$ cat src/rtl/midway8080_video_pipeline.sv
// Midway 8080 video pipeline: raster coordinates in, column-major video RAM
// reads out, registered RGB with an animated rainbow band overlay.
// Optional feature macro: MIDWAY_COCKTAIL_FLIP_EN (adds the cocktail flip input).
module midway8080_video_pipeline #(
  parameter int MEM_LATENCY = 1,
  parameter int COLOR_DEPTH = 10,
  parameter int ACTIVE_W    = 224,
  parameter int ACTIVE_H    = 256,
  parameter int BAND_WIDTH  = 28,
  parameter int NUM_BANDS   = 7,
  parameter int COLOR_Y_MIN = 17,
  parameter int COLOR_Y_MAX = 169,
  parameter int SCROLL_DIV  = 4,
  parameter int SCROLL_STEP = 1
) (
  input  logic                       clock,
  input  logic                       resetn,
  input  logic                       in_valid,
  input  logic [9:0]                 in_x,
  input  logic [8:0]                 in_y,
  input  logic                       frame_start,
  input  logic                       scroll_en,
  input  logic                       color_en,
`ifdef MIDWAY_COCKTAIL_FLIP_EN
  input  logic                       flip,
`endif
  output logic                       mem_rd_en,
  output logic [7:0]                 mem_addr_x,
  output logic [4:0]                 mem_addr_y,
  input  logic [7:0]                 mem_data,
  output logic                       out_valid,
  output logic [3*COLOR_DEPTH-1:0]   rgb_out,
  output logic [9:0]                 out_x,
  output logic [8:0]                 out_y
);

  localparam int SPAN = NUM_BANDS * BAND_WIDTH;
  localparam int OW   = (SPAN > 1) ? $clog2(SPAN) : 1;
  localparam int FCW  = (SCROLL_DIV > 1) ? $clog2(SCROLL_DIV) : 1;
  localparam int LS   = MEM_LATENCY - 1;
  localparam int CD   = COLOR_DEPTH;

  localparam logic [9:0]     AW    = 10'(ACTIVE_W);
  localparam logic [9:0]     AH    = 10'(ACTIVE_H);
  localparam logic [8:0]     AH9   = 9'(ACTIVE_H);
  localparam logic [8:0]     YMIN  = 9'(COLOR_Y_MIN);
  localparam logic [8:0]     YMAX  = 9'(COLOR_Y_MAX);
  localparam logic [FCW-1:0] CLAST = FCW'(SCROLL_DIV - 1);
  localparam logic [9:0]     ORG10 = 10'h190 >> (10 - COLOR_DEPTH);
  localparam logic [CD-1:0]  ORG   = ORG10[CD-1:0];
  localparam logic [CD-1:0]  FULL  = '1;
  localparam logic [CD-1:0]  ZERO  = '0;

  function automatic logic [3*CD-1:0] palette(input logic [2:0] idx);
    case (idx)
      3'd0:    palette = {FULL, ZERO, ZERO};
      3'd1:    palette = {FULL, ORG,  ZERO};
      3'd2:    palette = {FULL, FULL, ZERO};
      3'd3:    palette = {ZERO, FULL, ZERO};
      3'd4:    palette = {ZERO, FULL, FULL};
      3'd5:    palette = {ZERO, ZERO, FULL};
      3'd6:    palette = {FULL, ZERO, FULL};
      default: palette = {FULL, FULL, FULL};
    endcase
  endfunction

  // ---------------- request stage (combinational) ----------------
  logic       req_area;
  logic       req_color;
  logic [9:0] ax;
  logic [8:0] ay;
  logic [2:0] req_bit;

  assign req_area = (in_x < AW) && ({1'b0, in_y} < AH);

`ifdef MIDWAY_COCKTAIL_FLIP_EN
  logic flip_q;

  // Flip is only taken at frame boundaries so a frame never mixes orientations.
  always_ff @(posedge clock or negedge resetn) begin
    if (!resetn)          flip_q <= 1'b0;
    else if (frame_start) flip_q <= flip;
  end

  // Mirror in-range coordinates; out-of-range ones are blanked anyway.
  always_comb begin
    ax = in_x;
    ay = in_y;
    if (flip_q && req_area) begin
      ax = AW - 10'd1 - in_x;
      ay = AH9 - 9'd1 - in_y;
    end
  end
`else
  assign ax = in_x;
  assign ay = in_y;
`endif

  assign req_color  = color_en && (ax < AW) && (ay >= YMIN) && (ay <= YMAX);
  assign req_bit    = 3'd7 - ay[2:0];
  assign mem_rd_en  = in_valid;
  assign mem_addr_x = ax[7:0];
  assign mem_addr_y = 5'd31 - ay[7:3];

  // ---------------- scroll state ----------------
  logic [FCW-1:0] frame_cnt_q, frame_cnt_d;
  logic [OW-1:0]  pend_q, pend_d;
  logic [OW-1:0]  act_q, act_d;

  // Frame counter and offsets; act takes the pre-update pending value so
  // a new offset shows one frame late and never mid-frame.
  always_comb begin
    frame_cnt_d = frame_cnt_q;
    pend_d      = pend_q;
    act_d       = act_q;
    if (frame_start) begin
      act_d = pend_q;
      if (scroll_en) begin
        if (frame_cnt_q == CLAST) begin
          frame_cnt_d = '0;
          pend_d      = OW'((int'(pend_q) + SCROLL_STEP) % SPAN);
        end else begin
          frame_cnt_d = frame_cnt_q + 1'b1;
        end
      end
    end
  end

  // Scroll state registers.
  always_ff @(posedge clock or negedge resetn) begin
    if (!resetn) begin
      frame_cnt_q <= '0;
      pend_q      <= '0;
      act_q       <= '0;
    end else begin
      frame_cnt_q <= frame_cnt_d;
      pend_q      <= pend_d;
      act_q       <= act_d;
    end
  end

  // ---------------- delay line ----------------
  logic [MEM_LATENCY-1:0] vld_q, area_q, color_q;
  logic [9:0]             x_q   [MEM_LATENCY];
  logic [9:0]             cx_q  [MEM_LATENCY];
  logic [8:0]             y_q   [MEM_LATENCY];
  logic [2:0]             bit_q [MEM_LATENCY];
  logic [OW-1:0]          off_q [MEM_LATENCY];

  // Carry request attributes alongside the RAM access so they line up with mem_data.
  always_ff @(posedge clock or negedge resetn) begin
    if (!resetn) begin
      vld_q   <= '0;
      area_q  <= '0;
      color_q <= '0;
      for (int i = 0; i < MEM_LATENCY; i++) begin
        x_q[i]   <= '0;
        cx_q[i]  <= '0;
        y_q[i]   <= '0;
        bit_q[i] <= '0;
        off_q[i] <= '0;
      end
    end else begin
      vld_q[0]   <= in_valid;
      area_q[0]  <= req_area;
      color_q[0] <= req_color;
      x_q[0]     <= in_x;
      cx_q[0]    <= ax;
      y_q[0]     <= in_y;
      bit_q[0]   <= req_bit;
      off_q[0]   <= act_q;
      for (int i = 1; i < MEM_LATENCY; i++) begin
        vld_q[i]   <= vld_q[i-1];
        area_q[i]  <= area_q[i-1];
        color_q[i] <= color_q[i-1];
        x_q[i]     <= x_q[i-1];
        cx_q[i]    <= cx_q[i-1];
        y_q[i]     <= y_q[i-1];
        bit_q[i]   <= bit_q[i-1];
        off_q[i]   <= off_q[i-1];
      end
    end
  end

  // ---------------- colour stage ----------------
  logic              pix;
  logic [2:0]        bucket;
  logic [3*CD-1:0]   rgb_d;
  int                band_pos;

  // Pick the output colour from the RAM bit and the band under this column.
  always_comb begin
    band_pos = (int'(cx_q[LS]) + int'(off_q[LS])) % SPAN;
    bucket   = 3'(band_pos / BAND_WIDTH);
    pix      = area_q[LS] & mem_data[bit_q[LS]];
    rgb_d    = '0;
    if (pix) begin
      if (color_q[LS]) rgb_d = palette(bucket);
      else             rgb_d = '1;
    end
  end

  logic            out_valid_q;
  logic [3*CD-1:0] rgb_q;
  logic [9:0]      out_x_q;
  logic [8:0]      out_y_q;

  // Output register; colour and coordinates hold across idle cycles.
  always_ff @(posedge clock or negedge resetn) begin
    if (!resetn) begin
      out_valid_q <= 1'b0;
      rgb_q       <= '0;
      out_x_q     <= '0;
      out_y_q     <= '0;
    end else begin
      out_valid_q <= vld_q[LS];
      if (vld_q[LS]) begin
        rgb_q   <= rgb_d;
        out_x_q <= x_q[LS];
        out_y_q <= y_q[LS];
      end
    end
  end

  assign out_valid = out_valid_q;
  assign rgb_out   = rgb_q;
  assign out_x     = out_x_q;
  assign out_y     = out_y_q;

endmodule

$ cat config.mk
export PLATFORM = sky130hd
export DESIGN_NAME = midway8080_video_pipeline
export DESIGN_NICKNAME = d
export VERILOG_FILES = /design/src/rtl/midway8080_video_pipeline.sv
export SDC_FILE = /design/constraint.sdc
export NUM_CORES = 1
export LEC_CHECK = 0
export CORE_MARGIN = 1
export CORE_UTILIZATION = 58
export CTS_BUF_LIST = sky130_fd_sc_hd__clkbuf_8
export DETAILED_ROUTE_END_ITERATION = 10
export HOLD_SLACK_MARGIN = 0.02
export PLACE_DENSITY = 0.89
export REMOVE_ABC_BUFFERS = 1
export SLEW_MARGIN = 10
export SYNTH_ARGS = -nofsm -noshare
export SYNTH_HDL_FRONTEND = slang
export SYNTH_SLANG_ARGS = --single-unit
$ cat constraint.sdc
create_clock -name clock -period 12.2 [get_ports clock]
set_input_delay 1.22 -clock clock [delete_from_list [all_inputs] [get_ports clock]]
set_output_delay 1.22 -clock clock [all_outputs]
set_load 0.1 [all_outputs]
### Word-level counts from Yosys, hierarchy flattened

Cells that the tools add are included.

| storage, ports and cells | value |
|---|---|
| register bits after elaboration | 101 |
| bits of input ports | 33 |
| output and inout bits | 64 |
| logic and storage cells | 48 |

| cells by class | value |
|---|---|
| add/sub/neg operators | 5 |
| divide/modulo/power cells | 3 |
| order comparisons | 5 |
| eq/ne operators | 7 |
| multiplexer cells | 6 |
| bitwise operators | 1 |
| reduce and logical (&&, ||, !) cells | 7 |

Operators with widths:

| cell | number |
|---|---|
| $pmux 30 s7 | 1 |
| $mod 32x9->32 const B | 2 |
| $mux 30 | 2 |
| $div 32x6->32 const B | 1 |
| $add 10x8->11 | 1 |
| $lt 10x8->1 const B | 1 |
| $add 8x1->9 const B | 1 |
| $eq 3x3->1 const B | 3 |
| $ge 9x5->1 const B | 1 |
| $le 9x8->1 const B | 1 |
| $lt 9x9->1 const B | 1 |
| $eq 3x2->1 const B | 2 |
| $sub 5x5->5 const A | 1 |
| $logic_and 1x1->1 | 4 |
| $lt 3x4->1 const B | 1 |
| $bmux 1 s3 | 1 |
| $eq 3x1->1 const B | 1 |
| $logic_not 3->1 | 1 |
| $reduce_and 3->1 | 1 |
| $sub 3x3->3 const A | 1 |
| $add 2x1->2 const B | 1 |
| $eq 2x2->1 const B | 1 |
| $mux 2 | 1 |
| $reduce_and 2->1 | 1 |
| 2 further kinds | 2 |

### Longest topological paths before layout

| logic depth | value |
|---|---|
| word-level depth | 7 |
| mapped depth | 24 |
| mapped depth without buffers | 23 |

### Least setup slack after synthesis

No wires, ideal clock.

| timing | value |
|---|---|
| path kind | flip-flop to flip-flop |
| from | reg cx_q[0] (netlist name) |
| to | reg rgb_q[28] (netlist: rgb_out[28]) |
| setup time | 0.126 ns |
| arrival | 5.573 ns |
| required time | 12.074 ns |
| path slack | 6.501 ns |
| cell stages (with the launch flop) | 24 |
| buffers on the path | 0 |
| clock period less this slack | 5.699 ns |
| cells stage by stage | dfrtp_1 > ha_1 > fa_1 > a211oi_4 > o21ai_2 > xor2_2 > nor2_1 > a32oi_1 > ha_1 > nand2b_1 > o21ai_1 > o31a_1 > o2111ai_2 > and3_1 > a211oi_2 > o32ai_2 > o21ai_1 > nand2_1 > xor2_1 > a2bb2oi_1 > a2bb2oi_2 > inv_2 > or3_1 > a221o_1 |

| on the way | value |
|---|---|
| cells in the longest elaborated chain, start to end | 7 |
| elaborated cells between the ends (all ways) | 13 |
| those cells by class | 1 x add/sub; 2 x div; 6 x eq/ne; 3 x mux; 1 x reduce/logical |

Ends and longest elaborated chain:

| what | RTL line | source |
|---|---|---|
| start: declaration | 145 | `logic [9:0] cx_q [MEM_LATENCY];` |
| start signal: indexed assignment | 177 | `cx_q[i] <= cx_q[i-1];` |
| $add 10x8->11 (*) | 193 | `band_pos = (int'(cx_q[LS]) + int'(off_q[LS])) % SPAN;` |
| $mod 32x9->32 (*) | 193 |  |
| $div 32x6->32 (*) | 194 | `bucket = 3'(band_pos / BAND_WIDTH);` |
| $eq 3x3->1 (tied with other cells) | 55 | `case (idx)` |
| $pmux 30 s7 (*) | 55 |  |
| $mux 30 (*) | 198 | `if (color_q[LS]) rgb_d = palette(bucket);` |
| $mux 30 (*) | 197 | `if (pix) begin` |
| end signal: assignment | 218 | `rgb_q <= rgb_d;` |
| end: declaration | 204 | `logic [3*CD-1:0] rgb_q;` |

Every way passes the cells marked *; elsewhere a longest branch is shown, timed or not.
A chain may end at the register's enable or synchronous reset.

### Worst setup path in the final report

| timing | value |
|---|---|
| from | reg cx_q[4] (netlist name) |
| to | reg rgb_q[28] (netlist: rgb_out[28]) |

Same word-level chain as after synthesis.

==> summary.txt <==
Pwr
  • Reg power frac: 30.0%
  • Clock network power share: 19.3%
  • Total power: 1.02 mW
  • Switching power: 0.474 mW
  • Switching share of total power: 46.3%
  • Maximum vdd drop: 0.110 mV
  • PD cells: 180 mW/mm2
  • Internal power: 0.550 mW
  • Leakage: 2.36 nW
  • Comb pwr share: 50.7%

GRT
  • Vias in the first global route: 3882
  • Initial antenna violation count: 0
  • First-pass GRT wire length: 18.1 mm
  • Total grt overflow: 0
  • Largest net degree at the start of global routing: 76
  • Total GRT Usage: 27.1%

Floorplanning
  • Rows: 32
  • Core area: 0.00777 mm2
  • Die area: 0.00847 mm2
  • Initial Utilization: 60.5%
  • Die W: 92.0 um
  • Die height: 92.0 um
  • Io pins: 97

STA
  • Final setup skew: 0.0123 ns
  • Setup tns final: 0 ns
  • Minimum clock period: 6.39 ns
  • Achievable Freq: 157 MHz
  • RSZ-0062 raised after global routing: false
  • Worst Tran Pin Value: 1.06 ns
  • Fin crit share: 52.3%
  • Slew Viols, Final: 0
  • Final Hold Viols: 0
  • # setup viols final: 0
  • Slew margin rel.: 29.4%

Placed design
  • Post-DP HPWL: 8.20 mm
  • Area after DPL: 0.00548 mm2
  • Placed cell count: 611
  • Final GP Congestion: 0.927
  • Port-buffer cells: 96

Finish
  • Layout fillers: 511
  • N_diodes: 0
  • Most common cell after layout, fill and taps aside: clkdlybuf4s50_1
  • Multi-input combinational cell area: 0.00244 mm2
  • Area Growth Syn to Fin: 21.0%
  • Fin nets: 568
  • Register area: 0.00188 mm2
  • Fin cells: 627
  • Share of cells above drive strength 1: 15.6%
  • Commonest non-fill, non-tap cells in the layout: 95 x clkdlybuf4s50_1, 75 x dfrtp_1, 32 x nand2_1
  • Design Area, Final: 0.00569 mm2

CTS
  • TritonCTS Buffers: 9
  • Clock Sinks: 75
  • Clk_lat worst skew: 0.35 ns
  • CTS root buf: clkbuf_8
  • Post-CTS Setup Inserts: 0
  • Clk buf depth: 2
  • CTS Hold Bufs: 0
  • CTS resizes: 0
  • Reg clk slew, reported paths: 0.09 ns
  • CTS tree: yes
  • H-tree depth: 3

Routing
  • Final wirelength: 11.0 mm
  • 1st-pass router iterations: 5
  • Post-route antenna net violation count: 0
  • Vias after detailed routing: 3852
  • Vias per inst: 6.14
  • Post-route DRC violation count: 0
  • Iteration-0 DRC count of the detailed router: 184
  • Routed wire per std cell: 17.6 um

Yosys
  • Syn Area/Cell: 10.3 um2
  • Synth Flop Type: dfrtp_1
  • Asr flop ratio synth: 100%
  • Mapped cell area: 0.00470 mm2
  • Sequential fraction of the synthesis area: 39.9%
  • Unique masters post-synth: 75
  • Post-synth EDFFs: 0
  • Ys Warns: 0
  • Cell count after synthesis: 458
  • #FFs+latches synth: 75

Status
  • Outcome: completed

Worst setup path
  • Peak fanout along the critical path: 10
  • WS Path Type: reg -> reg
  • Setup crit start kind: flip-flop
  • Worst Path Arrival: 6.63 ns
  • Crit. End Element: flip-flop
  • Critical Path RT: 12.44 ns

Worst hold path
  • HP Class: reg -> reg

Run
  • Maxcap violations: 0
## final timing paths
| kind | slack [ns] | start | cells after the start | end |
|---|---|---|---|---|
| max | 5.81 | cx_q[4]$_DFF_PN0_ | 22 | rgb_out[28]$_DFFE_PN0P_ |
| min | 0.38 | act_q[2]$_DFFE_PN0P_ | 0 | off_q[2]$_DFF_PN0_ |
| max reg2reg | 5.81 | cx_q[4]$_DFF_PN0_ | 22 | rgb_out[28]$_DFFE_PN0P_ |
| min reg2reg | 0.38 | act_q[2]$_DFFE_PN0P_ | 0 | off_q[2]$_DFF_PN0_ |
| max in group asynchronous | 10.52 | resetn | 2 | out_x[7]$_DFFE_PN0P_ |
| min in group asynchronous | 1.07 | resetn | 2 | y_q[0]$_DFF_PN0_ |
## layer usage
layer	track usage (%)	share of wire [%]
met1	32.0	40
met5	0	0
met4	9.90	2.3
met2	49.8	54
met3	3.81	3.5
## stage by stage
| stage | util (%) | setup WS (ns) | hold WS (ns) |
|---|---|---|---|
| after floorplan | - | 4.72 | 0.350 |
| after detailed placement | 70.6 | 5.89 | 0.362 |
| final | 73.2 | 5.81 | 0.379 |
| after global routing | 73.2 | 5.33 | 0.390 |
| after CTS | 73.2 | 5.86 | 0.380 |
| after global placement | 70.6 | 6.03 | 0.358 |
## layout make-up
cell class / instances / area share [%]
clock buffer: 9 / 2.18
sequential: 75 / 33.0
clock inverter: 7 / 1.45
tap: 102 / 2.24
timing repair buffer: 97 / 16.9
inverter: 20 / 1.32
multi-input combinational: 317 / 42.9
## state kept, by name (all words and copies together) (netlist names)
register	count
color_q	1
bit_q	3
out_x	10
area_q	1
act_q	8
pend_q	8
cx_q	10
rgb_out	4
vld_q	1
y_q	9
off_q	8
out_valid	1
out_y	9
frame_cnt_q	2
## critical path, cell delays in order, from the launching register on
cell	delay, ns
dfrtp_1	0.39
ha_1	0.40
a21oi_1	0.27
o21ai_1	0.20
o31ai_2	0.35
xor2_2	0.39
a32oi_1	0.17
ha_1	0.31
nand2b_1	0.17
o21ai_1	0.41
nor2_1	0.14
a211oi_4	0.33
o2111ai_1	0.19
xor2_1	0.55
o32ai_2	0.22
o21ai_1	0.18
nand2_1	0.08
xor2_1	0.35
a2bb2oi_1	0.25
a2bb2oi_2	0.26
inv_2	0.06
or3_1	0.34
a221o_1	0.29
## cells by family after synthesis
kind of cell    after synthesis  synth area share, %
flops                        75                 39.9
compound gates              134                 22.3
buf+inv                      66                 8.22
fa+ha+maj                    15                 4.15
xor+xnor                     21                 4.23
mux                          34                 8.54
simple gates                113                 12.6
## cell usage after synthesis (7+ instances only)
cell | instances | area [um2]
buf_4 | 35 | 263
nor2_1 | 22 | 82.6
o211ai_1 | 7 | 52.6
nand2_1 | 32 | 120
and3_1 | 10 | 62.6
inv_1 | 18 | 67.6
dfrtp_1 | 75 | 1880
a21oi_1 | 24 | 120
a31oi_1 | 7 | 43.8
nand3_1 | 8 | 40.0
clkbuf_1 | 8 | 30.0
xnor2_1 | 10 | 87.6
a21o_1 | 9 | 67.6
xor2_1 | 9 | 78.8
nor3_1 | 8 | 40.0
mux2_2 | 29 | 327
ha_1 | 14 | 175
o21ai_0 | 16 | 80.1
## power groups by stage
stage	Sequential, mW	Combinational [mW]	Clock, mW
finish	0.307	0.519	0.198
global route	0.311	0.557	0.211
CTS	0.307	0.516	0.201
detailed placement	0.311	0.514	0
global placement	0.308	0.498	0
floorplan	0.408	0.287	0
No activity file was read; power rests on OpenSTA's default activity.
==> patch 1: new RTL, same settings <==
Set the parameter `COLOR_Y_MAX` to 84 (it was 169).
--- a/src/rtl/midway8080_video_pipeline.sv
+++ b/src/rtl/midway8080_video_pipeline.sv
@@ -9,7 +9,7 @@
   parameter int BAND_WIDTH  = 28,
   parameter int NUM_BANDS   = 7,
   parameter int COLOR_Y_MIN = 17,
-  parameter int COLOR_Y_MAX = 169,
+  parameter int COLOR_Y_MAX = 84,
   parameter int SCROLL_DIV  = 4,
   parameter int SCROLL_STEP = 1
 ) (
Check against the original RTL: not equivalent (a bounded check fails within 4 cycles, from zero or initial values and one cycle with resetn low).
==> patch 1 against the original RTL <==
Worst setup slack gained 0.18 ns. Sequential share of layout area is 0.90 points lower. Via count increased by 2.3%. Wire length grew 7.2%. Cell area up 2.8%. Sequential cell count is the same. Total power decreased by 0.67%. Clock skew up 0.0028 ns. Area after synthesis up 3.4%. Critical path type unchanged. Critical endpoint is now rgb_out[19].
==> patch 1: results (changes against the original RTL) <==
[synthesis]
yosysSeqAreaShare_pct=38.61  ; -1.3 points
ys_types=83  ; +11%
yosys-top-cells-area=dfrtp_1 (39%), mux2_2 (7.2%), buf_4 (5.4%), ha_1 (3.6%), nand2_1 (2.5%)
netlist_top_cells_count=dfrtp_1 (75), buf_4 (35), nand2_1 (32)

[drt]
wl_per_cell_um=18.55  ; +5.3%
viasPerCell=6.177  ; +0.55%
first_iter_violations=326  ; +77%
firstDrtPassIters=7  ; +2

[critical_path]
crit_arrival_ns=6.48  ; -0.15 ns
cp_slowest_cell=or4_1
crit_path_max_incr_delay_ns=0.57  ; +0.02 ns

[sta]
clock-skew-final_ns=0.01511  ; +0.002827 ns
relSlewSlack_pct=30.59  ; +1.2 points

[final_layout]
drive_gt1_share_pct=14.82  ; -0.80 points
fillers=544  ; +6.5%
finalNetCount=576  ; +1.4%

[power_and_ir_drop]
intPower_uw=560.7  ; +1.9%
p_leak_nw=2.469  ; +4.8%
ir_drop_uv=132.4  ; +21%

[grt]
grt_pass1_wl_um=19330  ; +6.6%
first_global_vias=3889  ; +0.18%
grt.total_usage_pct=28.77  ; +1.7 points

[placement]
dp_hpwl_um=8582  ; +4.7%
gp_congestion=0.9467  ; +2.2%
placed_area_um2=5618  ; +2.5%

[status]
status=finished, final reports clean

[patch 1: cell types whose count changed after synthesis, moves of 4 or more]
cell	unedited run	this run
buf_2	0	5
o21ai_0	16	20
a21oi_1	24	17
and2_1	5	9
o211ai_1	7	3
o22ai_1	5	0
o21ai_1	5	1
nand3_1	8	17
nor2_1	22	26
[patch 1: per-stage QoR]
stage	utilization [%]	cells	hold WS [ns]	setup WS, ns
6_report	71.52	638	0.3851	5.989
4_1_cts	71.52	638	0.3921	6.037
2_1_floorplan	-	420	0.3501	4.723
3_3_place_gp	68.72	622	0.3569	6.219
5_1_grt	71.52	638	0.3900	5.612
3_5_place_dp	68.72	622	0.3639	6.060
[patch 1: final timing paths]
check	startpoint	endpoint	slack, ns	cells after the start
setup / recovery	cx_q[4]	rgb_out[19]	5.99	19
hold / removal	act_q[2]	off_q[2]	0.39	0
setup reg to reg	cx_q[4]	rgb_out[19]	5.99	19
hold reg to reg	act_q[2]	off_q[2]	0.39	0
max in group asynchronous	resetn	off_q[6]	10.60	1
min in group asynchronous	resetn	bit_q[1]	0.98	1
[patch 1: critical path: cells and delay by family, from the launching register on]
kind	cells	cell delay (ns)
adders and majority gates	2	0.75
and+or+nand+nor	6	1.89
xor gates and xnor gates	1	0.28
AOI/OAI and AO/OA	10	2.82
DFF	1	0.40
[patch 1: cells by family (layout without fill, tap and decap cells)]
family,count (synthesis),in the layout,synth area share [%]
and+or+nand+nor,133,133,14.36
AOI/OAI and AO/OA,119,119,20.33
DFF,75,75,38.61
buffers and inverters,67,128,8.159
muxes,37,37,8.932
xor gates and xnor gates,25,25,5.354
adders and majority gates,16,16,4.247
[patch 1: cell type report]
class | instances | area, µm² | share of cell area (%)
clock inverter | 7 | 105.1 | 1.798
clock buffer | 9 | 123.9 | 2.119
multi-input combinational | 330 | 2587 | 44.25
inverter | 15 | 56.30 | 0.9630
tap | 105 | 131.4 | 2.247
sequential | 75 | 1877 | 32.10
timing repair buffer | 97 | 965.9 | 16.52
[patch 1: power groups by stage]
stage	registers (mW)	logic [mW]	clock network, mW
after floorplan	0.385	0.277	0
after global placement	0.303	0.475	0
after detailed placement	0.306	0.484	0
after CTS	0.302	0.490	0.221
after global routing	0.306	0.531	0.234
final	0.303	0.497	0.217
[patch 1: layer usage]
layer | wire length [µm] | share of wire [%] | global-route usage, %
met4 | 196 | 1.7 | 9.103
met5 | 0 | 0 | 0
met2 | 6264 | 53 | 50.80
met1 | 4876 | 41 | 35.70
met3 | 499 | 4.2 | 5.041
==> patch 2: new RTL, config.mk and constraints unchanged <==
Made on the original files. Add an input register stage for `mem_data`; this delays it by one clock. The other inputs are not delayed to match.
--- a/src/rtl/midway8080_video_pipeline.sv
+++ b/src/rtl/midway8080_video_pipeline.sv
@@ -51,6 +51,12 @@
   localparam logic [CD-1:0]  FULL  = '1;
   localparam logic [CD-1:0]  ZERO  = '0;
 
+  logic [7:0] mem_data_q;
+
+  always_ff @(posedge clock) begin
+    mem_data_q <= mem_data;
+  end
+
   function automatic logic [3*CD-1:0] palette(input logic [2:0] idx);
     case (idx)
       3'd0:    palette = {FULL, ZERO, ZERO};
@@ -192,7 +198,7 @@
   always_comb begin
     band_pos = (int'(cx_q[LS]) + int'(off_q[LS])) % SPAN;
     bucket   = 3'(band_pos / BAND_WIDTH);
-    pix      = area_q[LS] & mem_data[bit_q[LS]];
+    pix      = area_q[LS] & mem_data_q[bit_q[LS]];
     rgb_d    = '0;
     if (pix) begin
       if (color_q[LS]) rgb_d = palette(bucket);
Behaviour: not the same (a bounded check fails within 4 cycles, from zero or initial values and one cycle with resetn low).
==> patch 2 against the original RTL <==
Cell area is 1.4% higher. Wire length is 7.2% higher. Total power is 17% higher. Area after synthesis is 1.8% higher. Via count is 4.8% higher. Worst setup slack worse by 0.51 ns. Sequential cell count is 8 higher. Critical endpoint is now rgb_out[19]. Largest power group unchanged.
==> patch 2: results (changes against the original RTL) <==
[synthesis]
netlist_top_cells_count=dfrtp_1 (75), buf_4 (35), mux2_2 (29)
synth-compound-area-share_pct=19.35  ; -2.9 points
synth_fa_ha_area_share_pct=4.576  ; +0.43 points
netlist_instances=470  ; +2.6%
ys_seq_elements=83  ; +11%

[grt]
first_global_vias=4082  ; +5.2%
grt.total_usage_pct=28.87  ; +1.8 points

[drt]
wl_per_cell_um=18.54  ; +5.2%
wl_met3_um=483  ; +26%
met1_length_um=4554  ; +3.0%
first_iter_violations=271  ; +47%
dr_total_vias=4035  ; +4.8%

[final_layout]
final-seq-area_um2=2037  ; +8.5%
clockBufferCount=10  ; +1
drive_gt1_share_pct=11.92  ; -3.7 points
finalNetCount=581  ; +2.3%
buffers=96  ; -1.0%
multi_input_gates=326  ; +2.8%
utilization_pct=73.52  ; +0.29 points
n_all_inverters=16  ; -20%
stdcell_count=639  ; +1.9%

[placement]
detailedPlace.worstSlack_ns=5.494  ; -0.3948 ns
placedCellCount=623  ; +2.0%
placed_area_um2=5569  ; +1.6%
gp_congestion=0.8972  ; -3.2%

[critical_path]
path_max_fanout=8  ; -2
r2r_cells=23  ; +4.5%
crit_arrival_ns=7.13  ; +0.50 ns

[status]
status=finished, final reports clean

[sta]
clock-skew-final_ns=0.01388  ; +0.001604 ns
finalCritPeriodShare_pct=56.51  ; +4.2 points

[power_and_ir_drop]
p_seq_uw=349  ; +14%
p_seq_share_pct=29.0  ; -1.0 points
switching_share_pct=47.32  ; +1.0 points
p_leak_nw=2.426  ; +2.9%

[min_path]
worstHoldStart=act_q[7]
min_to=off_q[7]

[floorplan]
die_x_um=92.83  ; +0.85%

==> patch 2: logic make-up (layout without fill, tap and decap cells) <==
family          after synthesis  in the layout
compound gates              131            131
xor+xnor                     21             21
fa+ha+maj                    17             17
buf+inv                      61            128
flops                        83             83
mux                          34             34
simple gates                123            123
==> patch 2: worst max-delay path: stages (launching register included) <==
cell      delay, ns
dfrtp_1        0.40
ha_1           0.25
fa_1           0.44
a211oi_1       0.38
o21ai_0        0.28
xnor2_1        0.34
nor4b_1        0.32
a21oi_1        0.12
ha_1           0.29
a211o_1        0.25
o21ai_1        0.44
o211ai_1       0.24
and4_1         0.30
nor2_4         0.20
nor3_1         0.11
a221oi_2       0.61
o21ai_4        0.12
o211a_1        0.24
nor3_1         0.35
o22ai_1        0.14
a311o_1        0.41
a21oi_1        0.15
o221ai_1       0.14
a22o_1         0.24
==> patch 2: routing by layer <==
layer  GRT usage (%)  vias up
met1           33.69     1991
met3           4.762       46
li1                -     1828
met5               0        -
met4           14.74        0
met2           50.92      170
